### src/rtl/ram_arbiter_pkg.sv
// Shared types and default sizes for the two-requester RAM arbiter.
// Holds the controller state encoding and the default bus widths.
package ram_arbiter_pkg;

    localparam int DEFAULT_DATA_WIDTH    = 8;
    localparam int DEFAULT_ADDRESS_WIDTH = 4;

    // One transaction in flight at a time: IDLE accepts, WRITE/READ
    // drive the RAM for one cycle, READ_RESP returns the read word.
    typedef enum logic [1:0] {
        IDLE      = 2'd0,
        WRITE     = 2'd1,
        READ      = 2'd2,
        READ_RESP = 2'd3
    } state_t;

    // Requester identifiers used for grant and last-grant tracking.
    localparam logic REQ_ID_0 = 1'b0;
    localparam logic REQ_ID_1 = 1'b1;

endpackage

### src/rtl/ram_arbiter_if.sv
// Requester-side handshake bundle for the RAM arbiter.
// master: requester drives valid/write/address/wdata, sees ready/rvalid/rdata.
// slave : arbiter side, the mirror image.
interface ram_arbiter_if
    import ram_arbiter_pkg::*;
#(
    parameter int DATA_WIDTH    = DEFAULT_DATA_WIDTH,
    parameter int ADDRESS_WIDTH = DEFAULT_ADDRESS_WIDTH
);

    logic                     valid;
    logic                     write;
    logic [ADDRESS_WIDTH-1:0] address;
    logic [DATA_WIDTH-1:0]    wdata;
    logic                     ready;
    logic                     rvalid;
    logic [DATA_WIDTH-1:0]    rdata;

    modport master (
        output valid,
        output write,
        output address,
        output wdata,
        input  ready,
        input  rvalid,
        input  rdata
    );

    modport slave (
        input  valid,
        input  write,
        input  address,
        input  wdata,
        output ready,
        output rvalid,
        output rdata
    );

endinterface

### src/rtl/ram_arbiter_rr_arbiter_2.sv
// Two-way round-robin grant selector (purely combinational).
// Ports: valid0/valid1 requests, last_grant id, grant = winning id.
module rr_arbiter_2
    import ram_arbiter_pkg::*;
(
    input  logic valid0,
    input  logic valid1,
    input  logic last_grant,
    output logic grant
);

    // A lone requester always wins; on a tie the one not granted
    // last time wins. With no request the output is don't-care (0).
    always_comb begin
        grant = REQ_ID_0;
        unique case (1'b1)
            (valid0 && valid1):  grant = ~last_grant;
            (valid1 && !valid0): grant = REQ_ID_1;
            default:             grant = REQ_ID_0;
        endcase
    end

endmodule

### src/rtl/ram_arbiter.sv
// Arbitrates two requesters onto a simple dual-port synchronous RAM.
// Ports: clock/reset, req0/req1 handshake bundles, RAM write/read ports, busy.
module ram_arbiter
    import ram_arbiter_pkg::*;
#(
    parameter int DATA_WIDTH    = DEFAULT_DATA_WIDTH,
    parameter int ADDRESS_WIDTH = DEFAULT_ADDRESS_WIDTH
) (
    input  logic                     clock,
    input  logic                     reset,
    ram_arbiter_if.slave             req0,
    ram_arbiter_if.slave             req1,
    output logic [ADDRESS_WIDTH-1:0] ram_write_address,
    output logic                     ram_write_enable,
    output logic [DATA_WIDTH-1:0]    ram_data_write,
    output logic [ADDRESS_WIDTH-1:0] ram_read_address,
    output logic                     ram_read_enable,
    input  logic [DATA_WIDTH-1:0]    ram_data_read,
    output logic                     busy
);

    state_t                   state_q;
    state_t                   state_d;

    logic [ADDRESS_WIDTH-1:0] addr_q;
    logic [DATA_WIDTH-1:0]    wdata_q;
    logic                     write_q;
    logic                     id_q;
    logic                     last_grant_q;

    logic                     grant_id;
    logic                     any_valid;
    logic                     accept;

    logic [ADDRESS_WIDTH-1:0] win_address;
    logic [DATA_WIDTH-1:0]    win_wdata;
    logic                     win_write;

    logic                     ready0;
    logic                     ready1;
    logic                     rvalid0;
    logic                     rvalid1;
    logic                     we;
    logic                     re;

    rr_arbiter_2 u_rr (
        .valid0     (req0.valid),
        .valid1     (req1.valid),
        .last_grant (last_grant_q),
        .grant      (grant_id)
    );

    assign any_valid   = req0.valid | req1.valid;
    assign win_address = grant_id ? req1.address : req0.address;
    assign win_wdata   = grant_id ? req1.wdata   : req0.wdata;
    assign win_write   = grant_id ? req1.write   : req0.write;

    always_ff @(posedge clock) begin
        if (reset) begin
            state_q      <= IDLE;
            addr_q       <= '0;
            wdata_q      <= '0;
            write_q      <= 1'b0;
            id_q         <= REQ_ID_0;
            last_grant_q <= REQ_ID_1;
        end else begin
            state_q <= state_d;
            if (accept) begin
                addr_q       <= win_address;
                wdata_q      <= win_wdata;
                write_q      <= win_write;
                id_q         <= grant_id;
                last_grant_q <= grant_id;
            end
        end
    end

    // Every strobe is also held low while reset is high, so an
    // in-flight transaction is dropped without a trailing enable/pulse.
    always_comb begin
        state_d = state_q;
        accept  = 1'b0;
        ready0  = 1'b0;
        ready1  = 1'b0;
        rvalid0 = 1'b0;
        rvalid1 = 1'b0;
        we      = 1'b0;
        re      = 1'b0;
        if (!reset) begin
            unique case (state_q)
                IDLE: begin
                    if (any_valid) begin
                        accept  = 1'b1;
                        ready0  = (grant_id == REQ_ID_0);
                        ready1  = (grant_id == REQ_ID_1);
                        state_d = win_write ? WRITE : READ;
                    end
                end
                WRITE: begin
                    we      = 1'b1;
                    state_d = IDLE;
                end
                READ: begin
                    re      = 1'b1;
                    state_d = READ_RESP;
                end
                READ_RESP: begin
                    rvalid0 = (id_q == REQ_ID_0);
                    rvalid1 = (id_q == REQ_ID_1);
                    state_d = IDLE;
                end
                default: state_d = IDLE;
            endcase
        end
    end

    assign req0.ready  = ready0;
    assign req1.ready  = ready1;
    assign req0.rvalid = rvalid0;
    assign req1.rvalid = rvalid1;

    // Read data is only forwarded alongside its pulse.
    assign req0.rdata = rvalid0 ? ram_data_read : '0;
    assign req1.rdata = rvalid1 ? ram_data_read : '0;

    assign ram_write_address = addr_q;
    assign ram_data_write    = wdata_q;
    assign ram_write_enable  = we;
    assign ram_read_address  = addr_q;
    assign ram_read_enable   = re;

    assign busy = (state_q != IDLE);

    // write_q documents the accepted direction; the FSM state carries it.
    logic unused_ok;
    assign unused_ok = write_q;

endmodule

### src/flat_wrapper.sv
// flat-port wrapper written by rule: the top's interface ports become plain ports
module ram_arbiter_flat import ram_arbiter_pkg::*;
#(
    parameter int DATA_WIDTH    = DEFAULT_DATA_WIDTH,
    parameter int ADDRESS_WIDTH = DEFAULT_ADDRESS_WIDTH
)
  (clock, reset, ram_write_address, ram_write_enable, ram_data_write, ram_read_address, ram_read_enable, ram_data_read, busy, req0_valid, req0_write, req0_address, req0_wdata, req0_ready, req0_rvalid, req0_rdata, req1_valid, req1_write, req1_address, req1_wdata, req1_ready, req1_rvalid, req1_rdata);
  ram_arbiter_if #(.DATA_WIDTH(DATA_WIDTH), .ADDRESS_WIDTH(ADDRESS_WIDTH)) req0_i ();
  ram_arbiter_if #(.DATA_WIDTH(DATA_WIDTH), .ADDRESS_WIDTH(ADDRESS_WIDTH)) req1_i ();
  input  logic clock;
  input  logic reset;
  output logic [ADDRESS_WIDTH-1:0] ram_write_address;
  output logic ram_write_enable;
  output logic [DATA_WIDTH-1:0] ram_data_write;
  output logic [ADDRESS_WIDTH-1:0] ram_read_address;
  output logic ram_read_enable;
  input  logic [DATA_WIDTH-1:0] ram_data_read;
  output logic busy;
  input wire logic [$bits(req0_i.valid)-1:0] req0_valid;
  input wire logic [$bits(req0_i.write)-1:0] req0_write;
  input wire logic [$bits(req0_i.address)-1:0] req0_address;
  input wire logic [$bits(req0_i.wdata)-1:0] req0_wdata;
  output wire logic [$bits(req0_i.ready)-1:0] req0_ready;
  output wire logic [$bits(req0_i.rvalid)-1:0] req0_rvalid;
  output wire logic [$bits(req0_i.rdata)-1:0] req0_rdata;
  input wire logic [$bits(req1_i.valid)-1:0] req1_valid;
  input wire logic [$bits(req1_i.write)-1:0] req1_write;
  input wire logic [$bits(req1_i.address)-1:0] req1_address;
  input wire logic [$bits(req1_i.wdata)-1:0] req1_wdata;
  output wire logic [$bits(req1_i.ready)-1:0] req1_ready;
  output wire logic [$bits(req1_i.rvalid)-1:0] req1_rvalid;
  output wire logic [$bits(req1_i.rdata)-1:0] req1_rdata;
  assign req0_i.valid = req0_valid;
  assign req0_i.write = req0_write;
  assign req0_i.address = req0_address;
  assign req0_i.wdata = req0_wdata;
  assign req0_ready = req0_i.ready;
  assign req0_rvalid = req0_i.rvalid;
  assign req0_rdata = req0_i.rdata;
  assign req1_i.valid = req1_valid;
  assign req1_i.write = req1_write;
  assign req1_i.address = req1_address;
  assign req1_i.wdata = req1_wdata;
  assign req1_ready = req1_i.ready;
  assign req1_rvalid = req1_i.rvalid;
  assign req1_rdata = req1_i.rdata;
  ram_arbiter #(.DATA_WIDTH(DATA_WIDTH), .ADDRESS_WIDTH(ADDRESS_WIDTH)) u_core (.clock(clock), .reset(reset), .req0(req0_i), .req1(req1_i), .ram_write_address(ram_write_address), .ram_write_enable(ram_write_enable), .ram_data_write(ram_data_write), .ram_read_address(ram_read_address), .ram_read_enable(ram_read_enable), .ram_data_read(ram_data_read), .busy(busy));
endmodule
### config.mk
export PLATFORM = sky130hd
export DESIGN_NAME = ram_arbiter_flat
export DESIGN_NICKNAME = d
export VERILOG_FILES = /design/src/rtl/ram_arbiter_pkg.sv /design/src/rtl/ram_arbiter_if.sv /design/src/rtl/ram_arbiter_rr_arbiter_2.sv /design/src/rtl/ram_arbiter.sv /design/src/flat_wrapper.sv
export SDC_FILE = /design/constraint.sdc
export NUM_CORES = 1
export LEC_CHECK = 0
export CAP_MARGIN = 25
export CELL_PAD_IN_SITES_DETAIL_PLACEMENT = 1
export CELL_PAD_IN_SITES_GLOBAL_PLACEMENT = 2
export CORE_ASPECT_RATIO = 1.2
export CORE_MARGIN = 3
export CORE_UTILIZATION = 16
export CTS_BUF_LIST = sky130_fd_sc_hd__clkbuf_8
export DETAILED_ROUTE_END_ITERATION = 10
export PLACE_DENSITY_LB_ADDON = 0.1
export SYNTH_ARGS = -nofsm -noshare
export SYNTH_HDL_FRONTEND = slang
export SYNTH_SLANG_ARGS = --single-unit
### constraint.sdc
create_clock -name clock -period 1.5 [get_ports clock]
set_input_delay 0.225 -clock clock [delete_from_list [all_inputs] [get_ports clock]]
set_output_delay 0.225 -clock clock [all_outputs]
set_load 0.02 [all_outputs]
==> summary.txt <==
Run status
  • Status: finished with violations
  • Failing checks: negative setup slack

Worst setup path
  • Critical path arrival: 1340 ps
  • Setup crit start: u_core.state_q[1]
  • Crit Path Class: reg2out
  • Critical Path RT: 1270 ps
  • Startpoint types: flop
  • Depth of the most critical reg-to-reg path: 5
  • Crit. End Element: primary output
  • Critical R2R Launch: u_core.state_q[1]
  • CP endpoint: req0_rdata[0]
  • Crit-path max FO: 4
  • Worst reg2reg endpoint: u_core.ram_data_write[0]
  • FF-to-FF setup slack: 140 ps

Synth
  • Synth top area cells: dfxtp_1, a221o_1, and2_1
  • Top-count cell post-synth: and2_1
  • Number of flops mapped to enable cells by yosys: 0
  • Avg Cell Area, Syn: 8.80 µm²
  • Cell area after synthesis: 897 µm²
  • Async S/R FF share, synth: 0
  • Synth area leader: dfxtp_1
  • Top cells by count, synth: and2_1, dfxtp_1, a211oi_1, inv_1, a221o_1
  • Predominant post-synthesis flop cell: dfxtp_1
  • Unique masters post-synth: 24
  • Sequential share of the synthesized area: 0.357
  • Yosys top cell area share: 0.357
  • Post-Syn Nets: 140
  • Yosys warning total: 0
  • Post-synthesis cell count: 102
  • Post-synthesis register bit count: 16

Timing
  • Relative slew margins: 0.806
  • Max Freq: 639 MHz
  • Worst-margin pin slew: 283 ps
  • Final setup vio count: 15
  • Setup tns final: -834 ps
  • Post-route setup slack: -65.5 ps
  • RSZ-0062 raised after global routing: yes
  • Pins Over Slew Limit: 0
  • Min Tclk post-route: 1570 ps
  • Hold Slack: 557 ps
  • Final period utilization: 1.04
  • Fin. Hold Viols: 0
  • Setup Skew: 3.44 ps

Layout
  • Layout Utilization: 0.374
  • Antenna cells: 0
  • Final #Nets: 232
  • Share of cells above drive strength 1: 0.430
  • Area delta synth->final: 124%

Placed design
  • Post-DP HPWL: 2.97 mm
  • PortBufs: 76
  • Final GP Congestion: 0.718

Route
  • DR WL met3: 313 µm
  • DR pass1 iterations: 4
  • Metal2 WL: 2.06 mm
  • Routed length on met1: 1.69 mm
  • Wirelength per Cell: 16.1 µm
  • DRT iter0 DRCs: 17
  • DRC viols: 0
  • Detailed-route via count: 1134
  • Routed vias/inst: 4.45
  • Top Metal Used: met4
  • DRT antenna net count: 0
  • Routed wire length: 4.09 mm

Job
  • Max cap viols: 0

CTS
  • H-Tree Depth: 1
  • CTS Sinks: 16
  • Cts hold-fix bufs: 0
  • Clock Tree Buf Depth: 2
  • CTS Buf Count: 3
  • Reg clk slew, reported paths: 70 ps
  • Clk_lat worst skew: 250 ps
  • Root Buffer: clkbuf_8
  • CTS tree: yes

Power and ir drop
  • Leak: 0.863 nW
  • Peak VDD IR: 0.420 mV
  • Power Dens Cells: 837 nW/µm²

GRT
  • Vias in the first global route: 1226
  • Tot GR Track Use: 0.124
  • Largest net degree at the start of global routing: 15
  • Initial antenna violation count: 0
  • First-pass GRT wire length: 6.13 mm
  • Grt ovf: 0

Floorplanning
  • Die X: 74.4 µm
  • Initial Utilization: 0.167
  • Std cell rows: 29
  • Die ar.: 6550 µm²
  • I/O pin count: 77
  • Core area: 5370 µm²
  • Die Y: 88.0 µm

Hold path
  • Worst hold path type: reg2reg
[flip-flops by register name, summed over array words and instances, names as in the netlist]
signal and flops:
u_core.ram_data_write 8, u_core.ram_read_address 4, u_core.state_q 2, u_core.id_q 1, u_core.last_grant_q 1
[metrics by stage]
step / total power, W / cell area (µm²) / setup WS (ps) / std cells
floorplan: 0.000860 / 897 / 4.10 / 102
global placement: 0.00121 / 1780 / -605 / 243
detailed placement: 0.00122 / 1780 / -653 / 243
CTS: 0.00167 / 1880 / -99.7 / 252
global route: 0.00179 / 2010 / -160 / 255
finish: 0.00168 / 2010 / -65.5 / 255
[how the worst min path moves through the flow]
stage	cells after the start	startpoint	slack, ps	endpoint
final	2	u_core.last_grant_q	560	u_core.last_grant_q
after global routing	2	req1_address[1]	580	u_core.ram_read_address[1]
after CTS	2	u_core.last_grant_q	520	u_core.last_grant_q
after detailed placement	2	u_core.last_grant_q	510	u_core.last_grant_q
after global placement	2	u_core.last_grant_q	490	u_core.last_grant_q
after floorplan	1	req0_wdata[0]	360	u_core.ram_data_write[0]
[cell families (layout without fill, tap and decap cells)]
| kind of cell | count (synthesis) | after routing | synth area share |
|---|---|---|---|
| compound gates | 29 | 29 | 0.275 |
| buf+inv | 27 | 117 | 0.149 |
| flops | 16 | 16 | 0.357 |
| mux | 1 | 1 | 0.0112 |
| simple gates | 29 | 30 | 0.208 |
[layout make-up]
cell class | instances | area [µm²]
Inverter | 13 | 48.8
Fill cell | 645 | 3360
Clock buffer | 4 | 55.1
Tap cell | 62 | 77.6
Timing Repair Buffer | 100 | 947
Multi-Input combinational cell | 60 | 553
Sequential cell | 16 | 329
[metal layers]
layer | up-vias | GRT usage
met5 | - | 0
met4 | 0 | 0.0340
met3 | 2 | 0.0321
met2 | 58 | 0.219
met1 | 530 | 0.147
li1 | 544 | -
[where the power goes]
part           internal (W)  switching [W]
logic              0.000402       0.000341
registers          0.000497      0.0000472
clock network      0.000233       0.000163
total               0.00113       0.000552
[repair_timing]
action,CTS,global route
setup endpoints to repair,35,35
gates resized for setup,128,40
pin swaps,11,9
buffers inserted,3,3
gates cloned,2,0
[placed cells by master, fill, tap and decap left out, types with 2 or more instances in the layout]
cell             synthesis  routed
clkdlybuf4s50_1          0      50
buf_4                    5      26
buf_6                    1      18
and2_4                   0      16
inv_1                   13      13
dfxtp_1                 16      13
a221o_1                 12      12
a211oi_1                13      10
clkbuf_8                 0       4
a211oi_2                 0       3
and4b_2                  0       2
nor3b_2                  0       2
buf_2                    5       2
dlymetal6s2s_1           0       2
dfxtp_4                  0       2
[critical path, stage by stage (launching register included)]
cell and delay, ps:
dfxtp_4 350, nor4bb_4 300, buf_2 190, and2_4 140, buf_6 100
Power figures use the tool's default switching activity.
